===== src/rtl/bcd_seq_converter.sv =====
// Sequential 32-bit binary to 8-digit BCD converter (double dabble, one bit per cycle).
// Results are registered only on the final iteration, so the display never sees partial digits.
module bcd_seq_converter (
  input  logic        clk,
  input  logic        rst,
  input  logic        start,
  input  logic [31:0] binary_in,
  output logic        busy,
  output logic        done,
  output logic        overflow,
  output logic [3:0]  bcd0,
  output logic [3:0]  bcd1,
  output logic [3:0]  bcd2,
  output logic [3:0]  bcd3,
  output logic [3:0]  bcd4,
  output logic [3:0]  bcd5,
  output logic [3:0]  bcd6,
  output logic [3:0]  bcd7,
  output logic [7:0]  blank
);

  typedef enum logic {StIdle, StShift} state_t;

  state_t      state;
  logic [31:0] shift_reg;
  logic [31:0] scratch;
  logic [5:0]  cnt;
  logic        ovf_pend;

  logic [31:0] adj;
  logic [31:0] scratch_nx;
  logic [31:0] shift_nx;
  logic [7:0]  blank_nx;

  // One double-dabble iteration; the bit leaving nibble 7 is dropped (result is mod 10^8).
  always_comb begin
    adj = scratch;
    for (int i = 0; i < 8; i++) begin
      if (scratch[4*i +: 4] >= 4'd5) begin
        adj[4*i +: 4] = scratch[4*i +: 4] + 4'd3;
      end
    end
    scratch_nx = {adj[30:0], shift_reg[31]};
    shift_nx   = {shift_reg[30:0], 1'b0};
  end

  // Leading-zero mask of the digits about to be registered; units digit always shown.
  always_comb begin
    blank_nx    = 8'h00;
    blank_nx[7] = (scratch_nx[31:28] == 4'd0);
    for (int i = 6; i >= 1; i--) begin
      blank_nx[i] = blank_nx[i+1] & (scratch_nx[4*i +: 4] == 4'd0);
    end
  end

  always_ff @(posedge clk) begin
    if (rst) begin
      state     <= StIdle;
      shift_reg <= 32'd0;
      scratch   <= 32'd0;
      cnt       <= 6'd0;
      ovf_pend  <= 1'b0;
      busy      <= 1'b0;
      done      <= 1'b0;
      overflow  <= 1'b0;
      bcd0      <= 4'd0;
      bcd1      <= 4'd0;
      bcd2      <= 4'd0;
      bcd3      <= 4'd0;
      bcd4      <= 4'd0;
      bcd5      <= 4'd0;
      bcd6      <= 4'd0;
      bcd7      <= 4'd0;
      blank     <= 8'hFE;
    end else begin
      done <= 1'b0;
      case (state)
        StIdle: begin
          if (start) begin
            shift_reg <= binary_in;
            scratch   <= 32'd0;
            cnt       <= 6'd0;
            ovf_pend  <= (binary_in >= 32'd100_000_000);
            busy      <= 1'b1;
            state     <= StShift;
          end
        end
        StShift: begin
          scratch   <= scratch_nx;
          shift_reg <= shift_nx;
          cnt       <= cnt + 6'd1;
          if (cnt == 6'd31) begin
            bcd0     <= scratch_nx[3:0];
            bcd1     <= scratch_nx[7:4];
            bcd2     <= scratch_nx[11:8];
            bcd3     <= scratch_nx[15:12];
            bcd4     <= scratch_nx[19:16];
            bcd5     <= scratch_nx[23:20];
            bcd6     <= scratch_nx[27:24];
            bcd7     <= scratch_nx[31:28];
            overflow <= ovf_pend;
            blank    <= blank_nx;
            done     <= 1'b1;
            busy     <= 1'b0;
            state    <= StIdle;
          end
        end
        default: begin
          state <= StIdle;
          busy  <= 1'b0;
        end
      endcase
    end
  end

endmodule

===== config.mk =====
export PLATFORM = sky130hd
export DESIGN_NAME = bcd_seq_converter
export DESIGN_NICKNAME = d
export VERILOG_FILES = /design/src/rtl/bcd_seq_converter.sv
export SDC_FILE = /design/constraint.sdc
export NUM_CORES = 1
export LEC_CHECK = 0
export ABC_AREA = 0
export BUFFER_PORTS_ARGS = -buffer_cell sky130_fd_sc_hd__buf_4
export CORE_MARGIN = 3
export CORE_UTILIZATION = 48
export DETAILED_ROUTE_END_ITERATION = 16
export PLACE_DENSITY = 0.67
export RECOVER_POWER = 100
export SETUP_SLACK_MARGIN = 0.4
export SLEW_MARGIN = 30
export SYNTH_ARGS = -nofsm -noshare
export SYNTH_HDL_FRONTEND = slang
export SYNTH_SLANG_ARGS = --single-unit
export TNS_END_PERCENT = 20

===== constraint.sdc =====
create_clock -name clk -period 2.1 [get_ports clk]
set_input_delay 0.42 -clock clk [delete_from_list [all_inputs] [get_ports clk]]
set_output_delay 0.42 -clock clk [all_outputs]
set_load 0.01 [all_outputs]

# Word level (Yosys, flattened, before mapping)

Cells that the tools add are included.

Logic and storage cells: 77
Register bits: 114

Reductions and logical operators: 11
$add $sub $neg: 9
Bitwise logic cells: 7
Mux-type cells: 21
Equal/unequal tests: 3
Order comparisons: 9

Operators by type and width:

| cell                                                                     | count |
|---|---|
| 32-bit case mux with 2 select lines                                      | 2 |
| 32-bit two-way mux                                                       | 2 |
| 32-bit by 27-bit >= comparator with 1-bit output (second input constant) | 1 |
| 4-bit by 3-bit >= comparator with 1-bit output (second input constant)   | 8 |
| 4-bit by 2-bit adder with 4-bit output (second input constant)           | 7 |
| 4-bit zero test                                                          | 7 |
| 4-bit two-way mux                                                        | 7 |
| 6-bit case mux with 2 select lines                                       | 1 |
| 6-bit by 1-bit adder with 6-bit output (second input constant)           | 1 |
| 1-bit AND                                                                | 6 |
| 6-bit by 5-bit equality test with 1-bit output (second input constant)   | 1 |
| 6-bit two-way mux                                                        | 1 |
| 2-bit AND reduction                                                      | 3 |
| 1-bit two-way mux                                                        | 5 |
| 1-bit case mux with 2 select lines                                       | 2 |
| 3-bit by 2-bit adder with 3-bit output (second input constant)           | 1 |
| 3-bit two-way mux                                                        | 1 |
| 2-bit by 1-bit inequality test with 1-bit output (second input constant) | 1 |
| 2-bit inequality test (second input constant)                            | 1 |
| 2-bit OR reduction                                                       | 1 |
| 1-bit inverter                                                           | 1 |

# Logic depth before layout (Yosys ltp)

Word-level depth: 9
Mapped depth: 8
Depth with buffers taken out: 8

# Least setup slack after synthesis

OpenSTA, ideal clock, no wires.

Path type: reg-to-reg
From: reg scratch[28]
To: reg blank[1]
Path buffers: 0
Data required time: 2,031 ps
Path slack: 296 ps
Setup time: 69 ps
Cell stages (with the launch flop): 9
Arrival time: 1,735 ps
Period minus slack after synthesis: 1,804 ps
Cell sequence: dfxtp_1 > inv_1 > ha_1 > nand2b_1 > a21oi_1 > mux2i_1 > and4b_1 > nand4_2 > o21ai_1

Cells in the longest elaborated chain, start to end: 9
Elaborated cells between the ends (all ways): 10

Ends and longest elaborated chain:

| element                                                                                                         | RTL line | RTL |
|---|---|---|
| start, declared                                                                                                 | 26       | `logic [31:0] scratch;` |
| start signal, assigned                                                                                          | 89       | `scratch <= scratch_nx;` |
| 4-bit by 3-bit >= comparator with 1-bit output / 3-bit by 2-bit adder with 3-bit output (equally long branches) | 39, 40   |  |
| 3-bit two-way mux *                                                                                             | 39       | `if (scratch[4*i +: 4] >= 4'd5) begin` |
| 4-bit zero test *                                                                                               | 50       | `blank_nx[7] = (scratch_nx[31:28] == 4'd0);` |
| 1-bit AND * (6 in series)                                                                                       | 52       | `blank_nx[i] = blank_nx[i+1] & (scratch_nx[4*i +: 4] == 4'd0);` |
| end signal, assigned                                                                                            | 102      | `blank <= blank_nx;` |
| end, declared                                                                                                   | 19       | `output logic [7:0] blank` |

Every way passes the cells marked *; elsewhere a longest branch is shown, timed or not.
A chain may end at the register's enable or synchronous reset.

# Final worst setup path

From: reg scratch[17]
To: reg blank[2]

Cells in the longest elaborated chain, start to end: 7
Elaborated cells between the ends (all ways): 9

Ends and longest elaborated chain:

| element                                                                                                         | RTL line |
|---|---|
| 4-bit by 2-bit adder with 4-bit output / 4-bit by 3-bit >= comparator with 1-bit output (equally long branches) | 40, 39 |
| 4-bit two-way mux *                                                                                             | 39 |
| 4-bit zero test                                                                                                 | 52 |
| 1-bit AND                                                                                                       | 52 |
| 1-bit AND * (3 in series)                                                                                       | 52 |

Marks and branches as above.

==> impl_metrics.env <==
export IMPL_yosysTopAreaCellShare_pct=42.1
export IMPL_rrSetupSlack_ps=230
export IMPL_layout_cells_most_common="nor2_1"
export IMPL_powerDensity_nw_per_um2=785
export IMPL_fillers=997
export IMPL_antenna_found_initial=0
export IMPL_hold_depth=3
export IMPL_worstMarginPinSlew_ps=620
export IMPL_avgViaCountPerCell=5.44
export IMPL_gr_usage_all_layers_pct=20.3
export IMPL_slew_headroom_pct=58.7
export IMPL_period_minus_slack_ps=1870
export IMPL_slowest_stage="dfxtp_1"
export IMPL_ant_nets=0
export IMPL_routabilityCongestion=0.806
export IMPL_peakVddDrop_uv=609
export IMPL_fp_dieH_um=112
export IMPL_grt_max_degree=142
export IMPL_fin_crit_sh_pct=89.2
export IMPL_clock_sinks=114
export IMPL_root_buffer="clkbuf_16"
export IMPL_finalHoldViolCount=0
export IMPL_critical_path_max_fanout=4
export IMPL_synth_cells=684
export IMPL_portBuffers=76
export IMPL_clock_fmax_mhz=534
export IMPL_dp_cells=868
export IMPL_syn_area_um2=5420
export IMPL_synth_ff_type="dfxtp_1"
export IMPL_synth_top_area_cell="dfxtp_1"
export IMPL_r2r_cells=8
export IMPL_dieArea_um2=12600
export IMPL_ctsHoldBuffers=0
export IMPL_clockBufferDepth=2
export IMPL_hold_class="in -> reg"
export IMPL_nNetsFinal=817
export IMPL_grt_pass1_wl_mm=21.3
export IMPL_clock_skew_final_ps=11.6
export IMPL_fin_area_um2=6930
export IMPL_final_cell_mix="nor2_1, dfxtp_1, a21oi_1, nand2_1, buf_4"
export IMPL_core_area_um2=10900
export IMPL_async_reset_ff_share_pct=0
export IMPL_grtUsageMet1_pct=24.4
export IMPL_fp_row_count=38
export IMPL_synth_nets=736
export IMPL_finalWorstSetupSlack_ps=227
export IMPL_rsz0062_at_grt="true"
export IMPL_gr_usage_met3_pct=5.93
export IMPL_numCtsBuffers=17
export IMPL_grtUsageMet2_pct=34.6
export IMPL_die_x_um=112
export IMPL_worstSetupEndpointType="flop"
export IMPL_crit_path_start_kind="flop"
export IMPL_syn_avg_cell_area_um2=7.93
export IMPL_drc=0
export IMPL_synth_area_top_cells="dfxtp_1, a21oi_1, mux2i_1"
export IMPL_final_setup_tns_ps=0
export IMPL_finalPower_mw=5.44
export IMPL_cts_max_level=4
export IMPL_busiest_layer="met2"
export IMPL_synth_edf_count=0
export IMPL_place_area_um2=6140
export IMPL_path_cells="inv_4 > ha_1 > nand2b_4 > nor3b_4 > a2111oi_4 > and4b_2 > nand4_4 > o21ai_1"
export IMPL_final_layout_size_suffix_gt1_share_pct=17.5
export IMPL_drv_cap=0
export IMPL_dpl_hpwl_mm=8.27
export IMPL_vias=4991
export IMPL_setup_viol=0
export IMPL_cp_required_ps=2440
export IMPL_yosys_register_bits=114
export IMPL_status="completed"
export IMPL_reg2reg_from="scratch[17]"
export IMPL_timing_rr_end="blank[2]"
export IMPL_crit_family="simple AND/OR/NAND/NOR gates"
export IMPL_overflow=0
export IMPL_holdPathEnd="shift_reg[0]"
export IMPL_clk_latency_ps=410
export IMPL_seq_area_frac_synth_pct=42.1
export IMPL_slew_viol_final=0
export IMPL_first_pass_iters=5
export IMPL_power_leakage_nw=2.80
export IMPL_routed_wl_mm=13.3
export IMPL_grt_pass1_vias=4754
export IMPL_ios=78
export IMPL_min_from="binary_in[0]"
export IMPL_cp_buffers_inverters=1
export IMPL_critPathMaxStageDelay_ps=380
export IMPL_wl_per_cell_um=14.5
export IMPL_n_antenna_cell=0
export IMPL_crit_cells=8
export IMPL_place_ws_ps=128
export IMPL_cts_tree="done"
export IMPL_critPathArrivalTime_ps=2210
export IMPL_path_class="reg -> reg"
export IMPL_initial_core_util_pct=49.6
export IMPL_drt_iter0_drc=306
export IMPL_synth_distinct_cells=43
export IMPL_stdcell_count=918
export IMPL_ys_warn_count=0
export IMPL_clk_pin_slew_worst_paths_ps=50
export IMPL_area_delta_synth_final_pct=27.8
synth_stat cells (all sizes together), types with 10 or more instances:
cell	number
o21ai	19
nand2b	12
clkbuf	36
a211oi	10
buf	11
nor3b	22
ha	17
dfxtp	114
mux2i	45
nor3	23
nor2	119
nand2	74
a21oi	106
inv	19
worst reg2reg max path, cell delays in order, from the launching register on:
cell and delay (ps):
dfxtp_1 380, inv_4 70, ha_1 180, nand2b_4 140
nor3b_4 160, a2111oi_4 310, and4b_2 310, nand4_4 110
o21ai_1 150
cell type report:
type / instances / area (µm²) / area share (%)
tap: 140 / 175 / 2.53
multi-input combinational: 504 / 3100 / 44.8
sequential: 114 / 2300 / 33.2
inverter: 19 / 83.8 / 1.21
timing repair buffer: 109 / 672 / 9.69
clock buffer: 21 / 460 / 6.64
clock inverter: 11 / 135 / 1.95
routing by layer:
metal	wire length, µm	vias to the layer above
met5	0	-
li1	-	2501
met4	275	0
met2	6480	130
met3	673	29
met1	5850	2331
metrics by stage:
stage	util (%)	hold slack, ps
6_report	63.4	296
3_3_place_gp	56.2	443
5_1_grt	63.4	349
3_5_place_dp	56.2	448
2_1_floorplan	-	432
4_1_cts	62.6	301
cell families after synthesis:
logic type / count (synthesis) / share of synthesized area, %
xor+xnor: 8 / 1.29
buf+inv: 66 / 4.85
other cells: 1 / 0.0692
simple gates: 281 / 23.7
mux: 45 / 8.31
compound gates: 152 / 15.7
fa+ha+maj: 17 / 3.92
flops: 114 / 42.1
where the power goes:
part | switching [mW] | leakage (nW) | total, mW | internal, mW
registers | 0.0246 | 0.929 | 2.23 | 2.21
clock network | 0.973 | 0.292 | 2.88 | 1.91
logic | 0.193 | 1.58 | 0.329 | 0.136
total | 1.19 | 2.80 | 5.44 | 4.25
worst max-delay path by stage:
stage,from,endpoint
floorplan,scratch[17],blank[1]
global placement,scratch[28],blank[1]
detailed placement,scratch[28],blank[1]
CTS,cnt[0],blank[1]
global route,cnt[1],bcd0[3]
finish,scratch[17],blank[2]
repair_timing:
action,CTS,global route
endpoints found under the setup margin,18,36
pin swaps,7,15
setup buffers,7,11
gates resized for setup,17,58
No activity file was read; power rests on OpenSTA's default activity.
